`src/rtl/list_pkg.sv`:
```
// Shared opcodes, FSM states and width helpers for the list storage block.
package list_pkg;

    typedef enum logic [2:0] {
        OP_READ     = 3'd0,
        OP_INSERT   = 3'd1,
        OP_FIND_ALL = 3'd2,
        OP_FIND_1ST = 3'd3,
        OP_SUM      = 3'd4,
        OP_SORT_ASC = 3'd5,
        OP_SORT_DES = 3'd6,
        OP_DELETE   = 3'd7
    } op_e;

    typedef enum logic [2:0] {
        S_IDLE     = 3'd0,
        S_SCAN     = 3'd1,
        S_SORT     = 3'd2,
        S_SUM_SEQ  = 3'd3,
        S_SUM_TREE = 3'd4,
        S_WAIT_LOW = 3'd5
    } state_e;

    localparam int unsigned SUM_COMBO = 0;
    localparam int unsigned SUM_SEQ   = 1;
    localparam int unsigned SUM_TREE  = 2;

    function automatic int unsigned idx_width(input int unsigned length);
        return $clog2(length);
    endfunction

    function automatic int unsigned sum_width(input int unsigned data_width, input int unsigned length);
        return data_width + $clog2(length);
    endfunction

endpackage

```
`src/rtl/list_if.sv`:
```
// Command/result bundle between a list initiator and the list_store responder.
interface list_if #(
    parameter int unsigned DATA_WIDTH = 8,
    parameter int unsigned LENGTH     = 8
);
    import list_pkg::*;

    localparam int unsigned LW  = idx_width(LENGTH);
    localparam int unsigned OW  = sum_width(DATA_WIDTH, LENGTH);
    localparam int unsigned LCW = $clog2(LENGTH + 1);

    op_e                   op_sel;
    logic                  op_en;
    logic [DATA_WIDTH-1:0] data_in;
    logic [LW-1:0]         index_in;
    logic [OW-1:0]         data_out;
    logic                  op_done;
    logic                  op_in_progress;
    logic                  op_error;
    logic [LCW-1:0]        len;

    modport master (
        output op_sel, op_en, data_in, index_in,
        input  data_out, op_done, op_in_progress, op_error, len
    );

    modport slave (
        input  op_sel, op_en, data_in, index_in,
        output data_out, op_done, op_in_progress, op_error, len
    );

endinterface

```
`src/rtl/list_sum.sv`:
```
// Sum of the masked list entries; combinational, one-per-cycle, or in-place registered tree.
module list_sum
    import list_pkg::*;
#(
    parameter int unsigned DATA_WIDTH = 8,
    parameter int unsigned LENGTH     = 8,
    parameter int unsigned SUM_METHOD = SUM_COMBO
) (
    input  logic                                       clk,
    input  logic                                       rst,
    input  logic                                       start,
    input  logic [DATA_WIDTH-1:0]                      elems [LENGTH],
    input  logic [LENGTH-1:0]                          mask,
    output logic                                       done_c,
    output logic [sum_width(DATA_WIDTH, LENGTH)-1:0]   sum_c
);
    localparam int unsigned LW = idx_width(LENGTH);
    localparam int unsigned SW = sum_width(DATA_WIDTH, LENGTH);
    localparam int unsigned CW = LW + 1;

    logic [SW-1:0] masked [LENGTH];
    logic [SW-1:0] combo_sum;
    logic [SW-1:0] acc;
    logic [SW-1:0] tree [LENGTH];
    logic [CW-1:0] cnt;
    logic          busy;

    always_comb begin
        combo_sum = '0;
        for (int i = 0; i < LENGTH; i++) begin
            masked[i] = mask[i] ? SW'(elems[i]) : '0;
            combo_sum = combo_sum + masked[i];
        end
    end

    // Sequential mode stops at the first unmasked slot; tree mode after LW halvings.
    always_comb begin
        done_c = 1'b0;
        sum_c  = combo_sum;
        if (SUM_METHOD == SUM_COMBO) begin
            done_c = start;
        end else if (SUM_METHOD == SUM_SEQ) begin
            sum_c  = acc;
            done_c = busy && ((cnt == CW'(LENGTH)) || !mask[cnt[LW-1:0]]);
        end else begin
            sum_c  = tree[0];
            done_c = busy && (cnt == CW'(LW));
        end
    end

    always_ff @(posedge clk) begin
        if (rst) begin
            busy <= 1'b0;
            cnt  <= '0;
            acc  <= '0;
            for (int i = 0; i < LENGTH; i++) tree[i] <= '0;
        end else if (start && (SUM_METHOD != SUM_COMBO)) begin
            busy <= 1'b1;
            cnt  <= '0;
            acc  <= '0;
            for (int i = 0; i < LENGTH; i++) tree[i] <= masked[i];
        end else if (busy) begin
            if (done_c) begin
                busy <= 1'b0;
            end else begin
                cnt <= cnt + 1'b1;
                acc <= acc + masked[cnt[LW-1:0]];
                for (int i = 0; i < LENGTH / 2; i++) tree[i] <= tree[2*i] + tree[2*i+1];
                for (int i = LENGTH / 2; i < LENGTH; i++) tree[i] <= '0;
            end
        end
    end

endmodule

```
`src/rtl/list_store.sv`:
```
// Responder that owns a packed register list and executes the eight list commands.
module list_store
    import list_pkg::*;
#(
    parameter int unsigned DATA_WIDTH = 8,
    parameter int unsigned LENGTH     = 8,
    parameter int unsigned SUM_METHOD = SUM_COMBO
) (
    input logic   clk,
    input logic   rst,
    list_if.slave bus
);
    localparam int unsigned LW  = idx_width(LENGTH);
    localparam int unsigned OW  = sum_width(DATA_WIDTH, LENGTH);
    localparam int unsigned LCW = $clog2(LENGTH + 1);

    state_e                state;
    logic [DATA_WIDTH-1:0] mem [LENGTH];
    logic [LCW-1:0]        len_q;
    logic [OW-1:0]         data_out_q;
    logic                  op_done_q;
    logic                  op_error_q;
    logic                  in_prog_q;
    logic                  rearm;
    logic [LW-1:0]         scan_idx;
    logic [LW-1:0]         phase;
    logic [DATA_WIDTH-1:0] scan_val;
    logic                  scan_hit;
    logic                  sort_des;

    logic                  accept_c;
    logic [LCW-1:0]        index_c;
    logic [LCW-1:0]        ins_pos_c;
    logic [LENGTH-1:0]     mask_c;
    logic                  first_hit_c;
    logic [LW-1:0]         first_idx_c;
    logic [LENGTH-2:0]     swap_c;
    logic                  scan_match_c;
    logic                  scan_last_c;
    logic                  sum_start_c;
    logic                  sum_done_c;
    logic [OW-1:0]         sum_c;

    always_comb begin
        accept_c     = (state == S_IDLE) && bus.op_en && rearm;
        index_c      = LCW'(bus.index_in);
        ins_pos_c    = (index_c > len_q) ? len_q : index_c;
        sum_start_c  = accept_c && (bus.op_sel == OP_SUM);
        scan_match_c = (mem[scan_idx] == scan_val);
        scan_last_c  = (LCW'(scan_idx) == (len_q - 1'b1));
        mask_c       = '0;
        first_hit_c  = 1'b0;
        first_idx_c  = '0;
        for (int i = 0; i < LENGTH; i++) begin
            mask_c[i] = (LCW'(i) < len_q);
            if (mask_c[i] && !first_hit_c && (mem[i] == bus.data_in)) begin
                first_hit_c = 1'b1;
                first_idx_c = LW'(i);
            end
        end
        // Odd-even transposition: pairs (j, j+1) with j matching the phase parity.
        swap_c = '0;
        for (int j = 0; j < LENGTH - 1; j++) begin
            swap_c[j] = (1'(j) == phase[0]) && mask_c[j+1] &&
                        (sort_des ? (mem[j] < mem[j+1]) : (mem[j] > mem[j+1]));
        end
    end

    list_sum #(
        .DATA_WIDTH (DATA_WIDTH),
        .LENGTH     (LENGTH),
        .SUM_METHOD (SUM_METHOD)
    ) u_sum (
        .clk    (clk),
        .rst    (rst),
        .start  (sum_start_c),
        .elems  (mem),
        .mask   (mask_c),
        .done_c (sum_done_c),
        .sum_c  (sum_c)
    );

    always_ff @(posedge clk) begin
        if (rst) begin
            state      <= S_IDLE;
            len_q      <= '0;
            data_out_q <= '0;
            op_done_q  <= 1'b0;
            op_error_q <= 1'b0;
            in_prog_q  <= 1'b0;
            rearm      <= 1'b1;
            scan_idx   <= '0;
            phase      <= '0;
            scan_val   <= '0;
            scan_hit   <= 1'b0;
            sort_des   <= 1'b0;
            for (int i = 0; i < LENGTH; i++) mem[i] <= '0;
        end else begin
            op_done_q  <= 1'b0;
            op_error_q <= 1'b0;
            case (state)
                S_IDLE: if (accept_c) begin
                    case (bus.op_sel)
                        OP_READ: begin
                            op_done_q <= 1'b1;
                            if (index_c >= len_q) op_error_q <= 1'b1;
                            else                  data_out_q <= OW'(mem[bus.index_in]);
                        end
                        OP_INSERT: begin
                            op_done_q <= 1'b1;
                            rearm     <= 1'b0;
                            state     <= S_WAIT_LOW;
                            if (len_q == LCW'(LENGTH)) begin
                                op_error_q <= 1'b1;
                            end else begin
                                for (int i = 1; i < LENGTH; i++)
                                    if ((LCW'(i) > ins_pos_c) && (LCW'(i) <= len_q)) mem[i] <= mem[i-1];
                                mem[LW'(ins_pos_c)] <= bus.data_in;
                                len_q <= len_q + 1'b1;
                            end
                        end
                        OP_DELETE: begin
                            op_done_q <= 1'b1;
                            rearm     <= 1'b0;
                            state     <= S_WAIT_LOW;
                            if (index_c >= len_q) begin
                                op_error_q <= 1'b1;
                            end else begin
                                for (int i = 0; i < LENGTH - 1; i++)
                                    if ((LCW'(i) >= index_c) && (LCW'(i + 1) < len_q)) mem[i] <= mem[i+1];
                                mem[LW'(len_q - 1'b1)] <= '0;
                                len_q <= len_q - 1'b1;
                            end
                        end
                        OP_FIND_1ST: begin
                            op_done_q <= 1'b1;
                            rearm     <= 1'b0;
                            state     <= S_WAIT_LOW;
                            if (first_hit_c) data_out_q <= OW'(first_idx_c);
                            else             op_error_q <= 1'b1;
                        end
                        OP_FIND_ALL: begin
                            if (len_q == '0) begin
                                op_done_q  <= 1'b1;
                                op_error_q <= 1'b1;
                                rearm      <= 1'b0;
                                state      <= S_WAIT_LOW;
                            end else begin
                                in_prog_q <= 1'b1;
                                scan_idx  <= '0;
                                scan_hit  <= 1'b0;
                                scan_val  <= bus.data_in;
                                state     <= S_SCAN;
                            end
                        end
                        OP_SUM: begin
                            if (SUM_METHOD == SUM_COMBO) begin
                                op_done_q  <= 1'b1;
                                data_out_q <= sum_c;
                                rearm      <= 1'b0;
                                state      <= S_WAIT_LOW;
                            end else begin
                                in_prog_q <= 1'b1;
                                state     <= (SUM_METHOD == SUM_SEQ) ? S_SUM_SEQ : S_SUM_TREE;
                            end
                        end
                        OP_SORT_ASC, OP_SORT_DES: begin
                            in_prog_q <= 1'b1;
                            phase     <= '0;
                            sort_des  <= (bus.op_sel == OP_SORT_DES);
                            state     <= S_SORT;
                        end
                    endcase
                end
                S_SCAN: begin
                    if (scan_match_c) begin
                        op_done_q  <= 1'b1;
                        data_out_q <= OW'(scan_idx);
                        scan_hit   <= 1'b1;
                    end
                    if (scan_last_c) begin
                        in_prog_q <= 1'b0;
                        rearm     <= 1'b0;
                        state     <= S_WAIT_LOW;
                        if (!scan_hit && !scan_match_c) begin
                            op_done_q  <= 1'b1;
                            op_error_q <= 1'b1;
                        end
                    end else begin
                        scan_idx <= scan_idx + 1'b1;
                    end
                end
                S_SORT: begin
                    for (int j = 0; j < LENGTH - 1; j++)
                        if (swap_c[j]) begin
                            mem[j]   <= mem[j+1];
                            mem[j+1] <= mem[j];
                        end
                    phase <= phase + 1'b1;
                    if (phase == LW'(LENGTH - 1)) begin
                        op_done_q <= 1'b1;
                        in_prog_q <= 1'b0;
                        rearm     <= 1'b0;
                        state     <= S_WAIT_LOW;
                    end
                end
                S_SUM_SEQ, S_SUM_TREE: begin
                    if (sum_done_c) begin
                        op_done_q  <= 1'b1;
                        data_out_q <= sum_c;
                        in_prog_q  <= 1'b0;
                        rearm      <= 1'b0;
                        state      <= S_WAIT_LOW;
                    end
                end
                S_WAIT_LOW: begin
                    if (!bus.op_en) begin
                        rearm <= 1'b1;
                        state <= S_IDLE;
                    end
                end
                default: state <= S_IDLE;
            endcase
        end
    end

    assign bus.data_out       = data_out_q;
    assign bus.op_done        = op_done_q;
    assign bus.op_error       = op_error_q;
    assign bus.op_in_progress = in_prog_q;
    assign bus.len            = len_q;

endmodule

```
`src/flat_wrapper.sv`:
```
// flat-port wrapper written by rule: the top's interface ports become plain ports
module list_store_flat import list_pkg::*;
#(
    parameter int unsigned DATA_WIDTH = 8,
    parameter int unsigned LENGTH     = 8,
    parameter int unsigned SUM_METHOD = SUM_COMBO
)
  (clk, rst, bus_op_sel, bus_op_en, bus_data_in, bus_index_in, bus_data_out, bus_op_done, bus_op_in_progress, bus_op_error, bus_len);
  list_if #(.DATA_WIDTH(DATA_WIDTH), .LENGTH(LENGTH)) bus_i ();
  input logic clk;
  input logic rst;
  input wire logic [$bits(bus_i.op_sel)-1:0] bus_op_sel;
  input wire logic [$bits(bus_i.op_en)-1:0] bus_op_en;
  input wire logic [$bits(bus_i.data_in)-1:0] bus_data_in;
  input wire logic [$bits(bus_i.index_in)-1:0] bus_index_in;
  output wire logic [$bits(bus_i.data_out)-1:0] bus_data_out;
  output wire logic [$bits(bus_i.op_done)-1:0] bus_op_done;
  output wire logic [$bits(bus_i.op_in_progress)-1:0] bus_op_in_progress;
  output wire logic [$bits(bus_i.op_error)-1:0] bus_op_error;
  output wire logic [$bits(bus_i.len)-1:0] bus_len;
  assign bus_i.op_sel = bus_op_sel;
  assign bus_i.op_en = bus_op_en;
  assign bus_i.data_in = bus_data_in;
  assign bus_i.index_in = bus_index_in;
  assign bus_data_out = bus_i.data_out;
  assign bus_op_done = bus_i.op_done;
  assign bus_op_in_progress = bus_i.op_in_progress;
  assign bus_op_error = bus_i.op_error;
  assign bus_len = bus_i.len;
  list_store #(.DATA_WIDTH(DATA_WIDTH), .LENGTH(LENGTH), .SUM_METHOD(SUM_METHOD)) u_core (.clk(clk), .rst(rst), .bus(bus_i));
endmodule
```
`config.mk`:
```
export PLATFORM = sky130hd
export DESIGN_NAME = list_store_flat
export DESIGN_NICKNAME = d
export VERILOG_FILES = /design/src/rtl/list_pkg.sv /design/src/rtl/list_if.sv /design/src/rtl/list_sum.sv /design/src/rtl/list_store.sv /design/src/flat_wrapper.sv
export SDC_FILE = /design/constraint.sdc
export NUM_CORES = 1
export LEC_CHECK = 0
export CORE_MARGIN = 3
export CORE_UTILIZATION = 38
export DETAILED_ROUTE_END_ITERATION = 6
export DONT_BUFFER_PORTS = 1
export GPL_ROUTABILITY_DRIVEN = 0
export PLACE_DENSITY = 0.5
export SYNTH_ARGS = -nofsm -noshare
export SYNTH_HDL_FRONTEND = slang
export SYNTH_SLANG_ARGS = --single-unit
```
`constraint.sdc`:
```
create_clock -name clk -period 5.25 [get_ports clk]
set_input_delay 1.575 -clock clk [delete_from_list [all_inputs] [get_ports clk]]
set_output_delay 1.575 -clock clk [all_outputs]
set_load 0.1 [all_outputs]
```
==> out/metrics.cfg, run 1 <==
[power]
power.density_mw_per_mm2=311
power_w=0.00421
vdd_drop_max_uv=219
leakage_nw=5.23

[worst_hold_path]
hp-start=u_core.scan_hit
hold_path_end=u_core.scan_hit
hold_path_depth=2
hold_path_class=flop to flop

[floorplanning]
io_pins=35
die_h_um=187
dieArea_mm2=0.0349
die_w_um=187
start_util=0.390
core.rowCount=65
core_area_mm2=0.0319

[sta]
maxSlewHeadroom=0.106
setup_viol=0
worst_slew_pin_slew_ns=1.33
max_freq_mhz=203
slew_viol_final=0
period_share=0.940
min_period_ns=4.93
fin_skew_ns=0.0170
rsz0062_at_grt=false
tns_ns=0
finalWorstSetupSlack_ns=0.317
hold_viol=0

[setup_path]
r2r_cells=18
setup.worst_path.start=u_core.bus.len[0]
critPathKind=flop to flop
reg2reg_to=u_core.bus.data_out[9]
required_ns=5.54
critPathLaunchType=flop
r2r_start=u_core.bus.len[0]
reg2reg_slack_ns=0.32
end_kind=flop
critPathMaxFanout=12
arrival_ns=5.23

[layout]
nets=1698
layout-drive-gt1-share=0.127
final_core_util=0.425
n_antenna_cell=0
final_area_mm2=0.0135
syn_to_final_growth_pct=8.90

[synthesis]
syn_area_per_cell_um2=7.83
ys.flop_type=dfxtp_1
async_reset_ff_frac=0
synthTopCellsByCount=146 x nor2_1, 122 x nand2_1, 116 x inv_1, 115 x a21oi_1, 115 x clkbuf_1
syn_inst=1588
synth_warnings=0
synth_cell_types=76
synth_area_mm2=0.0124
synth_top_area_share=0.164
syn-num-nets=1730
ys_seq_area_frac=0.164
synth_area_leader_cell=dfxtp_1
synth_area_leaders=dfxtp_1 16%, ha_1 7.8%, fa_1 7.6%
synth-seq-cells=102
synth.most_common_cell=nor2_1
synth_edf_count=0

[drt]
wl_per_cell_um=27.8
drtIter0Drc=1751
drt_pass1_iterations=6
drt_wl_total_um=55500
num_vias=12800
via_per_inst=6.43
antenna_left=0
drc=0

[clock_network]
cts_num_sinks=102
cts-htree-levels=3
clk_pin_slew_ns=0.09
clk_latency_ns=0.40
cts_buffers=9
root_buffer=clkbuf_16
cts_buffer_depth=2
holdBufCountCts=0
cts_tree=done

[placed_design]
place_area_mm2=0.0132
dp.final_hpwl_um=41300
place_ws_ns=0.256
io_buffer_count=0

[global_routing]
track_usage=0.313
grt_max_degree=74
overflow=0
grt_pass1_vias=12200
antenna_found_initial=0
grt_pass1_wl_um=82900

[outcome]
status=finished, final reports clean

[flow_run]
cap_violations=0

-- how the worst max path moves through the flow --
stage | slack (ns) | end | cells past startpoint
6_report | 0.32 | u_core.bus.data_out[9] | 18
3_3_place_gp | 0.31 | u_core.bus.data_out[9] | 18
2_1_floorplan | 0.004 | u_core.bus.data_out[8] | 24
4_1_cts | 0.23 | u_core.bus.data_out[8] | 22
5_1_grt | 0.02 | u_core.bus.data_out[9] | 18
3_5_place_dp | 0.26 | u_core.bus.data_out[8] | 22
-- per-layer routing --
layer	routed length, µm	GRT usage
met3	6800	0.0885
met1	22800	0.428
met4	2760	0.134
met5	0	0
met2	23200	0.462
-- cell type report --
| cell class | count | area, µm² |
|---|---|---|
| fill | 3316 | 18300 |
| multi-input combinational | 1221 | 9390 |
| sequential | 102 | 2050 |
| timing repair buffer | 105 | 788 |
| tap | 435 | 544 |
| inverter | 117 | 439 |
| clock buffer | 9 | 225 |
| clock inverter | 7 | 104 |
-- sequential cells by signal, indices dropped and copies added, names as in the netlist --
| signal | flops |
|---|---|
| u_core.mem | 64 |
| u_core.bus.data_out | 11 |
| u_core.scan_val | 8 |
| u_core.bus.len | 4 |
| u_core.phase | 3 |
| u_core.scan_idx | 3 |
| u_core.state | 3 |
| u_core.bus.op_done | 1 |
| u_core.bus.op_error | 1 |
| u_core.bus.op_in_progress | 1 |
| u_core.rearm | 1 |
| u_core.scan_hit | 1 |
| u_core.sort_des | 1 |
-- critical path, cell delays in order (launching register included) --
cell       delay, ns
dfxtp_4         0.37
inv_2           0.06
ha_2            0.21
nand2b_1        0.13
and2_4          0.25
nor2_1          0.09
fa_1            0.56
fa_1            0.44
fa_1            0.51
fa_1            0.63
ha_1            0.25
a21o_1          0.16
a21oi_2         0.16
o21bai_1        0.10
a2111oi_1       0.35
nor3_1          0.12
xnor2_1         0.15
nor3_1          0.06
a21o_1          0.19
-- cell usage in the layout (no fill, tap or decap), types with 7 or more instances in the layout --
cell	synthesis	routed
a211oi_1	43	43
a21o_1	23	23
a21oi_1	115	113
a221oi_1	22	22
a22oi_1	22	22
a2bb2oi_1	8	8
a311oi_1	7	7
a31oi_1	12	12
a32o_1	8	8
buf_4	2	105
clkbuf_16	0	9
dfxtp_1	102	98
fa_1	47	45
ha_1	78	76
inv_1	116	114
mux2_2	9	9
mux2i_1	57	57
mux4_2	29	29
nand2_1	122	121
nand2b_1	12	11
nand3_1	34	34
nand4_1	32	32
nor2_1	146	146
nor2b_1	16	16
nor3_1	31	30
nor4_1	11	11
o211ai_1	18	18
o21a_1	10	10
o21ai_0	81	81
o21bai_1	10	10
o221ai_1	10	10
o22ai_1	8	8
or4b_2	10	10
xnor2_1	63	63
xor2_1	24	24
-- stage by stage --
step	hold WS [ns]	instances
after floorplan	0.470	1588
after CTS	0.516	1995
after detailed placement	0.497	1979
after global routing	0.548	1996
final	0.516	1996
after global placement	0.488	1979
-- cells by family (layout without fill, tap and decap cells) --
family / count (synthesis) / count (layout) / synth area share
muxes: 98 / 98 / 0.113
xor gates and xnor gates: 87 / 87 / 0.0613
adders and majority gates: 125 / 125 / 0.154
DFF: 102 / 102 / 0.164
AOI/OAI and AO/OA: 454 / 454 / 0.247
and+or+nand+nor: 457 / 457 / 0.176
buffers and inverters: 265 / 238 / 0.0844
-- report_power, final --
part | switching, W | internal [W] | total, W
clock | 0.000382 | 0.000426 | 0.000809
sequential | 0.000377 | 0.000887 | 0.00126
combinational | 0.00130 | 0.000834 | 0.00214
total | 0.00206 | 0.00215 | 0.00421
-- what timing repair did --
| item | CTS | global route |
|---|---|---|
| setup buffers | 0 | 1 |
| endpoints found under the setup margin | 0 | 2 |
| gates resized for setup | 0 | 1 |
(Power assumes the default switching activity.)
==> inputs of run 2 (changes only) <==
--- a/config.mk
+++ b/config.mk
@@ -11,6 +11,7 @@
 export DONT_BUFFER_PORTS = 1
 export GPL_ROUTABILITY_DRIVEN = 0
 export PLACE_DENSITY = 0.5
+export SLEW_MARGIN = 5
 export SYNTH_ARGS = -nofsm -noshare
 export SYNTH_HDL_FRONTEND = slang
 export SYNTH_SLANG_ARGS = --single-unit
==> results of run 2 <==
No change in the layout: final DEF, timing and power equal those of run 1.
